<file path="src/rtl/temporal_lt_array.sv">
// temporal_lt_array
// An array of N independent race-logic "a before b" comparators sharing one
// gamma-cycle counter. Race-logic inputs idle at 1 and fall to 0 when their
// event arrives. During a gamma cycle each channel latches its first decision
// (PASS or BLOCK). On the last enabled edge of the gamma cycle (the wrap edge)
// the number of PASS channels is published on pass_cnt, every channel returns
// to IDLE, and gamma_end pulses for one cycle.
module temporal_lt_array #(
    parameter int N        = 8,
    parameter int GAMMA    = 16,
    parameter int TIE_PASS = 0
) (
    input  logic                     clk,
    input  logic                     rst,
    input  logic                     en,
    input  logic [N-1:0]             a,
    input  logic [N-1:0]             b,
    output logic [N-1:0]             c,
    output logic                     gamma_end,
    output logic [$clog2(N+1)-1:0]   pass_cnt
);

    // Counter width never collapses to zero, even for GAMMA == 2.
    localparam int GW = ($clog2(GAMMA) > 1) ? $clog2(GAMMA) : 1;
    localparam int PW = $clog2(N+1);

    localparam logic [GW-1:0] GCNT_LAST = GW'(GAMMA - 1);

    // Per-channel FSM encoding.
    localparam logic [1:0] ST_IDLE  = 2'd0;
    localparam logic [1:0] ST_PASS  = 2'd1;
    localparam logic [1:0] ST_BLOCK = 2'd2;

    logic [GW-1:0] gcnt;
    logic          wrap;
    logic [1:0]    state     [N];
    logic [1:0]    state_nxt [N];
    logic [N-1:0]  c_nxt;
    logic [PW-1:0] pass_now;

    // A wrap edge is an enabled edge taken while the counter sits on its last value.
    assign wrap = en && (gcnt == GCNT_LAST);

    // Decide one channel's next state from its current state and its race inputs.
    function automatic logic [1:0] channel_next(
        input logic [1:0] cur,
        input logic       ai,
        input logic       bi,
        input logic       step,
        input logic       wrap_edge
    );
        logic [1:0] nxt;
        nxt = cur;
        if (step) begin
            if (wrap_edge) begin
                // Inputs sampled on the wrap edge are deliberately ignored.
                nxt = ST_IDLE;
            end else if (cur == ST_IDLE) begin
                case ({ai, bi})
                    2'b01:   nxt = ST_PASS;
                    2'b10:   nxt = ST_BLOCK;
                    2'b00:   nxt = (TIE_PASS != 0) ? ST_PASS : ST_BLOCK;
                    default: nxt = ST_IDLE;
                endcase
            end
        end
        return nxt;
    endfunction

    // Next-state and next-output evaluation for every channel in parallel.
    always_comb begin
        c_nxt = '1;
        for (int i = 0; i < N; i++) begin
            state_nxt[i] = channel_next(state[i], a[i], b[i], en, wrap);
            c_nxt[i]     = (state_nxt[i] != ST_PASS);
        end
    end

    // Count channels currently holding PASS; sampled into pass_cnt on wrap.
    always_comb begin
        pass_now = '0;
        for (int i = 0; i < N; i++) begin
            if (state[i] == ST_PASS) begin
                pass_now = pass_now + PW'(1);
            end
        end
    end

    // Gamma counter: advances on enabled edges, returns to zero on wrap.
    always_ff @(posedge clk) begin
        if (rst) begin
            gcnt <= '0;
        end else if (en) begin
            if (wrap) begin
                gcnt <= '0;
            end else begin
                gcnt <= gcnt + GW'(1);
            end
        end
    end

    // Channel state registers; reset discards any partial gamma cycle.
    always_ff @(posedge clk) begin
        if (rst) begin
            for (int i = 0; i < N; i++) begin
                state[i] <= ST_IDLE;
            end
        end else begin
            for (int i = 0; i < N; i++) begin
                state[i] <= state_nxt[i];
            end
        end
    end

    // Registered race-logic result: low exactly while the channel is in PASS.
    always_ff @(posedge clk) begin
        if (rst) begin
            c <= '1;
        end else begin
            c <= c_nxt;
        end
    end

    // Gamma completion pulse and the PASS tally captured before channels clear.
    always_ff @(posedge clk) begin
        if (rst) begin
            gamma_end <= 1'b0;
            pass_cnt  <= '0;
        end else begin
            gamma_end <= wrap;
            if (wrap) begin
                pass_cnt <= pass_now;
            end
        end
    end

endmodule

</file>
<file path="config.mk">
export PLATFORM = sky130hd
export DESIGN_NAME = temporal_lt_array
export DESIGN_NICKNAME = d
export VERILOG_FILES = /design/src/rtl/temporal_lt_array.sv
export SDC_FILE = /design/constraint.sdc
export NUM_CORES = 1
export LEC_CHECK = 0
export ABC_AREA = 0
export ABC_CLOCK_PERIOD_IN_PS = 5300
export CORE_MARGIN = 2
export CORE_UTILIZATION = 62
export CTS_CLUSTER_DIAMETER = 120
export DETAILED_ROUTE_END_ITERATION = 10
export DONT_BUFFER_PORTS = 1
export PLACE_DENSITY = 0.87
export SETUP_SLACK_MARGIN = 0.15
export SLEW_MARGIN = 20
export SYNTH_ARGS = -nofsm -noshare
export SYNTH_HDL_FRONTEND = slang
export SYNTH_SLANG_ARGS = --single-unit
export TNS_END_PERCENT = 30
</file>
<file path="constraint.sdc">
create_clock -name clk -period 5.3 [get_ports clk]
set_clock_uncertainty 0.15 [all_clocks]
set_input_delay 0.795 -clock clk [delete_from_list [all_inputs] [get_ports clk]]
set_output_delay 0.795 -clock clk [all_outputs]
set_load 0.1 [all_outputs]
</file>
After elaboration in Yosys (flattened, before gate mapping) --
Memory sizes are Yosys's and may differ from the RTL's. Cells that the tools add are included.
Storage, ports and cells: register bits after elaboration 17, memories 1, input port bits 19, logic and storage cells 131, bits in writable memories 16, output and inout bits 13
Operators by class: muxes and demuxes 52, add/sub/neg operators 8, bitwise gates (word level) 8, reduce and logical (&&, ||, !) cells 25, equality and inequality tests 33
Memories:
- state | words 8, width 2, read ports 8, clocked after Yosys merged registers in 0, write ports 8, line 36 | logic [1:0] state [N];
Operators with widths (number):
- $mux 2 | 32
- $add 4x1->4 const B | 8
- $eq 2x1->1 const B | 16
- $logic_not 2->1 | 16
- $mux 4 | 8
- $pmux 2 s2 | 8
- $eq 2x2->1 const B | 8
- $ne 2x1->1 const B | 8
- $reduce_or 2->1 | 8
- $or 1x1->1 | 8
- $eq 4x4->1 const B | 1
- $mux 1 | 4
- $logic_and 1x1->1 | 1

Logic depth before layout (Yosys ltp) --
Gate-level depths: netlist of run 1. An unclocked memory read counts as a cell.
word-level depth 17, gate-level depth with buffers 20, gate-level depth less buffers 20

Least setup slack after synthesis of run 1 --
Ideal clock, no wire load.
kind flip-flop to flip-flop, start point memory state[0][0], end point register pass_cnt[3], path buffers 0, cell stages (with the launch flop) 19, setup time 0.073 ns, path slack 1.408 ns, arrival time 3.669 ns, period minus slack after synthesis 3.892 ns, data required time 5.077 ns, path through dfxtp_1 > nor2b_1 > ha_1 > and3_1 > o2bb2ai_1 > or2_2 > ha_1 > or2b_1 > mux2_1 > o31a_1 > nand2_1 > ha_1 > nand3b_1 > xor2_1 > and3_1 > and4bb_1 > xnor2_1 > nand3_1 > o211ai_2
RTL lines:
- start: declaration | line 36
- end signal: assignment | line 132 | pass_cnt <= pass_now;
- end: declaration | line 20 | output logic [$clog2(N+1)-1:0] pass_cnt

==> results of run 1 <==
-- layout make-up --
| class | instances | area share, % |
|---|---|---|
| inverters | 4 | 0.845 |
| flip-flops and latches | 33 | 37.2 |
| well taps | 31 | 2.18 |
| clock buffers | 5 | 2.11 |
| clock inverters | 3 | 0.986 |
| multi-input cells | 160 | 56.7 |
-- critical path: stages (launching register included) --
cell       delay, ns
dfxtp_1         0.36
nor2b_1         0.31
ha_1            0.37
and3_1          0.19
o2bb2ai_1       0.16
or2_2           0.34
ha_1            0.31
or2b_1          0.23
mux2_1          0.28
o31a_1          0.16
nand2_1         0.10
ha_1            0.16
nand3b_1        0.10
xor2_1          0.17
and3_1          0.19
and4bb_1        0.22
xnor2_1         0.25
nand3_1         0.13
o211ai_2        0.07
-- power by group --
part,leakage (nW),internal [mW],total [mW],switching (mW)
Combinational,0.425,0.0333,0.0738,0.0405
Clock,0.0310,0.0499,0.134,0.0836
Sequential,0.270,0.259,0.287,0.0279
Total,0.726,0.342,0.494,0.152
-- kinds of logic after synthesis --
kind of cell / after synthesis / share of synthesized area (%)
AND/OR/NAND/NOR: 107 / 32.3
XOR/XNOR: 13 / 7.56
flip-flops: 33 / 38.7
buffers and inverters: 10 / 2.20
AO/OA/AOI/OAI: 29 / 11.6
multiplexers: 4 / 2.49
adder cells (fa/ha/maj): 7 / 5.14
-- stage by stage --
step	cell area (um2)	cells	setup slack, ns	total power, mW	utilization (%)
after CTS	1780	236	0.997	0.498	66.1
final	1780	236	0.982	0.494	66.1
after floorplan	1710	203	1.41	0.354	-
after global routing	1780	236	0.716	0.519	66.1
after detailed placement	1720	228	1.08	0.366	64.1
after global placement	1720	228	1.29	0.359	64.1
-- Yosys cell counts (2+ instances only) --
cell / instances / area share [%]
a21oi_1: 13 / 3.8
o21ai_1: 2 / 0.59
nand2_1: 17 / 3.7
and3_1: 3 / 1.1
nor2_1: 47 / 10
a31oi_1: 3 / 1.1
mux2i_1: 2 / 1.2
ha_1: 7 / 5.1
nand2b_2: 2 / 1.0
xnor2_1: 6 / 3.1
nor2b_1: 6 / 2.2
o21ai_0: 3 / 0.88
nand2b_1: 4 / 1.5
nand3_1: 4 / 1.2
inv_1: 4 / 0.88
nand3b_1: 5 / 2.2
xor2_1: 6 / 3.1
dfxtp_1: 33 / 39
nand4_1: 3 / 1.1
nor3_1: 2 / 0.59
nor4bb_1: 5 / 2.9
clkbuf_1: 6 / 1.3
-- state kept, by name (all words and copies together) (netlist names) --
signal     cells
state         16
c              8
gamma_end      1
pass_cnt       4
gcnt           4
-- metal layers --
metal / track usage [%] / up-vias / part of all wire, %
met4: 10.5 / 0 / 1.8
met1: 25.5 / 621 / 42
met5: 0 / - / 0
met3: 7.83 / 10 / 6.1
li1: - / 696 / -
met2: 40.9 / 39 / 50
-- final timing paths --
path | startpoint | to | slack [ns] | cells after the start
worst max-delay path | state[0][2]$_SDFF_PP0_ | pass_cnt[3]$_SDFFE_PP0P_ | 0.98 | 18
worst min-delay path | gcnt[1]$_SDFFE_PP0P_ | gcnt[1]$_SDFFE_PP0P_ | 0.36 | 2
worst max register to register | state[0][2]$_SDFF_PP0_ | pass_cnt[3]$_SDFFE_PP0P_ | 0.98 | 18
worst min register to register | gcnt[1]$_SDFFE_PP0P_ | gcnt[1]$_SDFFE_PP0P_ | 0.36 | 2
==> reports/qor.txt, run 1 <==
status = complete, no violations
Slew Viols, Final = 0
Placer Congestion = 0.875
area grow syn2layout = 4.18%
clock-pin slew on the worst setup and hold paths = 0.11 ns
Relative slew margins = 33.2%
leakage power = 0.726 nW
post-cts sizing count = 0
Vias/cell = 5.79
via count = 1366
Max clock buf depth = 2
slew of the pin with the lowest slew margin = 1.00 ns
multi-input logic area = 1010 um2
largest net degree at the start of global routing = 24
CP required = 5.42 ns
CTS H-tree depth = 2
Unique masters post-synth = 42
Post-Syn Area = 1710 um2
Ys Warns = 0
TritonCTS buffer count = 5
Boundary Pins = 32
TritonRoute pass-1 iters = 4
die height = 56.4 um
antenna violations before repair = 0
number of synthesized register bits = 33
count of clock tree sinks = 33
commonest non-fill, non-tap cells in the layout = nor2_1 (47), dfxtp_1 (33), nand2_1 (17)
hold_ws = 0.359 ns
layout cells sized above 1 = 8.29%
DR iter-0 viols = 57
Async SR Flop Fraction = 0%
gr ovfl total = 0
vias in the first global route = 1420
HPWL Detailed = 2510 um
Synth Net Count = 229
register area share after synthesis = 38.7%
final antenna-violating net count = 0
Cell Rows = 19
n_diodes = 0
Hold WC Path Type = reg2reg
first-pass GRT wire length = 5860 um
GRT Util Overall = 23.5%
ys flop type = dfxtp_1
CP Launch Type = flip-flop
layout net count = 230
WL final = 3290 um
endpoints failing setup = 0
Max Cap Violations = 0
die area = 3190 um2
Port Buffers = 0
crit path DAT = 4.44 ns
TritonCTS clock tree = done
critical path fanouts, max = 7
setup bufs post-CTS = 0
crit share post-route = 81.5%
Core ar. = 2690 um2
syn_area_per_cell = 8.40 um2
fin crit period = 4.32 ns
CP Capture Type = flip-flop
power per cell area = 278 nW/um2
CTS hold repair buffers = 0
Routed wire per std cell = 13.9 um
drt drc = 0
setup repair after global routing missed its margin = no
Fin Setup TNS = 0 ns
Initial Util = 63.5%
Die Span X = 56.4 um
critical path class = reg2reg
max frequency = 0.232 GHz
clk_lat worst skew = 0.34 ns
Root Driver = clkbuf_4
Register Area = 661 um2
Max rail drop VDD = 0.000235 V
Final Hold Fails = 0
layout filler cell count = 214
most common cell after layout, fill and taps aside = nor2_1
Post-synth EDFFs = 0
Post-Synthesis Cells = 203
(Power assumes the default switching activity.)
==> inputs of run 2 (changes only) <==
ABC_CLOCK_PERIOD_IN_PS = 4100   (was 5300)
clock period = 4.1 ns   (was 5.3 ns; I/O delays follow)
==> reports/qor.txt, run 2 (synthesized netlist as in run 1, its figures left out) <==
status = complete, no violations
Die Span X = 56.4 um (unchanged)
worst setup path endpoint = pass_cnt[3]$_SDFFE_PP0P_
Relative slew margins = 34.8% (+1.7 points)
Cell Rows = 19 (unchanged)
Worst R2R Setup Slack = 0.27 ns (-0.71 ns)
critical path fanouts, max = 5 (-2)
Max clock buf depth = 2 (unchanged)
setup ws final = 0.273 ns (-0.709 ns)
Largest register FFs = 16 (unchanged)
reg2reg end = pass_cnt[3]$_SDFFE_PP0P_
endpoints failing setup = 0 (unchanged)
crit path DAT = 3.90 ns (-0.54 ns)
die height = 56.4 um (unchanged)
Initial Util = 63.5% (unchanged)
most used cell, CP = and3_4
n_diodes = 0 (unchanged)
post-place setup slack = -0.0653 ns (-1.14 ns)
setup repair after global routing missed its margin = no
fin crit period = 3.83 ns (-0.491 ns)
Final Hold Fails = 0 (unchanged)
GR met2 Demand/Resource = 41.0% (+0.17 points)
antenna violations before repair = 0 (unchanged)
Max rail drop VDD = 0.000372 V (+58%)
slew of the pin with the lowest slew margin = 0.976 ns (-0.0247 ns)
CP Capture Type = flip-flop
leakage power = 0.788 nW (+8.6%)
TritonCTS buffer count = 5 (unchanged)
largest registers = state: 16 flops, c: 8 flops
worst-path cell chain = nor2b_4 -> ha_1 -> and3_4 -> o2bb2ai_4 -> or2_4 -> ha_4 -> or2b_1 -> mux2_4 -> o31a_1 -> nand2_1 -> ha_2 -> nand3b_1 -> xor2_2 -> and3_4 -> and4bb_1 -> xnor2_2 -> nand3_1 -> o211ai_2
Slew Viols, Final = 0 (unchanged)
layout cells sized above 1 = 20.4% (+12 points)
Max Cap Violations = 0 (unchanged)
TritonRoute pass-1 iters = 4 (unchanged)
CP Launch Type = flip-flop
HPWL Detailed = 2580 um (+2.7%)
final antenna-violating net count = 0 (unchanged)
CP required = 4.18 ns (-1.24 ns)
final instance area = 1950 um2 (+9.8%)
CTS H-tree depth = 2 (unchanged)
Placer Congestion = 0.859 (-1.9%)
Core ar. = 2690 um2 (unchanged)
area grow syn2layout = 14.4%
non-filler cells, final = 242 (+2.5%)
critical path class = reg2reg
Vias/cell = 6.00 (+3.6%)
Hold WC Path Type = in2reg
largest net degree at the start of global routing = 24 (unchanged)
CTS hold repair buffers = 0 (unchanged)
most common cell after layout, fill and taps aside = nor2_1
TritonCTS clock tree = done
CP max stage delay = 0.34 ns (-0.03 ns)
reg2reg start = state[0][0]$_SDFF_PP0_
via count = 1451 (+6.2%)
GRT Util Overall = 24.1% (+0.68 points)
Root Driver = clkbuf_4
Boundary Pins = 32 (unchanged)
clk_lat worst skew = 0.33 ns (about the same)
Slowest cell on crit path = dfxtp_2
count of clock tree sinks = 33 (unchanged)
crit share post-route = 93.3% (+12 points)
Power Total = 0.667 mW (+35%)
GR met3 Demand/Resource = 8.29% (+0.46 points)
Fin Setup TNS = 0 ns (unchanged)
first-pass GRT wire length = 6000 um (+2.4%)
max frequency = 0.261 GHz (+13%)
Worst Setup SP = state[0][0]$_SDFF_PP0_
placed insts = 229 (+0.44%)
layout filler cell count = 189 (-12%)
Port Buffers = 0 (unchanged)
FF-to-FF path depth = 18 (unchanged)
power per cell area = 342 nW/um2 (+23%)
commonest non-fill, non-tap cells in the layout = nor2_1 (46), dfxtp_1 (29), nand2_1 (17)
clock-pin slew on the worst setup and hold paths = 0.09 ns (-0.02 ns)
Routed wire per std cell = 15.3 um (+9.8%)
gr ovfl total = 0 (unchanged)
Largest Register = state
die area = 3190 um2 (unchanged)
DR iter-0 viols = 75 (+32%)
busiest layer in global routing = met2
grt met1 use = 26.1% (+0.58 points)
vias in the first global route = 1431 (+0.77%)
drt drc = 0 (unchanged)
layout net count = 237 (+3.0%)
WL final = 3710 um (+13%)
DP Area = 1730 um2 (+0.44%)
run 2: cell types whose count changed in the layout (fill, tap and decap cells not counted), sizes merged:
cell	delta
buf	+7
clkinvlp	-1
clkbuf	+2
clkinv	-2
run 2: critical path, delay by kind of cell, from the launching register on:
kind                       cells  cell delay [ns]
and+or+nand+nor                9             1.63
adders and majority gates      3             0.67
DFF                            1             0.34
AOI/OAI and AO/OA              3             0.33
xor gates and xnor gates       2             0.33
muxes                          1             0.27
run 2: stage by stage:
step                hold slack [ns]  util (%)
finish                        0.187      72.6
global route                  0.162      72.6
CTS                           0.175      67.6
detailed placement            0.336      64.4
global placement              0.311      64.4
floorplan                     0.295         -
run 2: how the worst min path moves through the flow:
stage / start / cells after the start / slack (ns) / to
2_1_floorplan: state[0][1]$_SDFF_PP0_ / 2 / 0.30 / c[0]$_SDFF_PP1_
6_report: rst / 1 / 0.19 / gcnt[2]$_SDFFE_PP0P_
3_5_place_dp: gcnt[1]$_SDFFE_PP0P_ / 2 / 0.34 / gcnt[1]$_SDFFE_PP0P_
3_3_place_gp: state[0][1]$_SDFF_PP0_ / 2 / 0.31 / c[0]$_SDFF_PP1_
4_1_cts: rst / 1 / 0.18 / gcnt[2]$_SDFFE_PP0P_
5_1_grt: rst / 1 / 0.16 / gcnt[1]$_SDFFE_PP0P_
run 2: layout make-up:
| cell class | count | area (um2) | share of cell area, % |
|---|---|---|---|
| inverter | 4 | 15.0 | 0.770 |
| sequential | 33 | 666 | 34.1 |
| clock buffer | 7 | 55.1 | 2.82 |
| tap | 31 | 38.8 | 1.99 |
| multi-input combinational | 160 | 1120 | 57.6 |
| timing repair buffer | 7 | 52.6 | 2.69 |
run 2: layer usage:
metal,share of wire [%],up-vias
met5,0,-
met4,3.2,0
met1,41,686
met3,4.9,14
met2,51,39
li1,-,712
run 2: repair_timing:
item,in CTS,in global routing
setup endpoints to repair,3,3
buffers inserted,1,5
pin swaps,2,9
gates resized for setup,4,24
run 2: power breakdown:
part	leakage, nW	switching [mW]	internal [mW]
sequential	0.271	0.0376	0.335
combinational	0.485	0.0600	0.0527
clock	0.0314	0.101	0.0808
==> inputs of run 3 (changes only) <==
ABC_AREA = not set   (was 0)
==> results of run 3 <==
Final layout, timing and power as in run 2 (identical DEF).
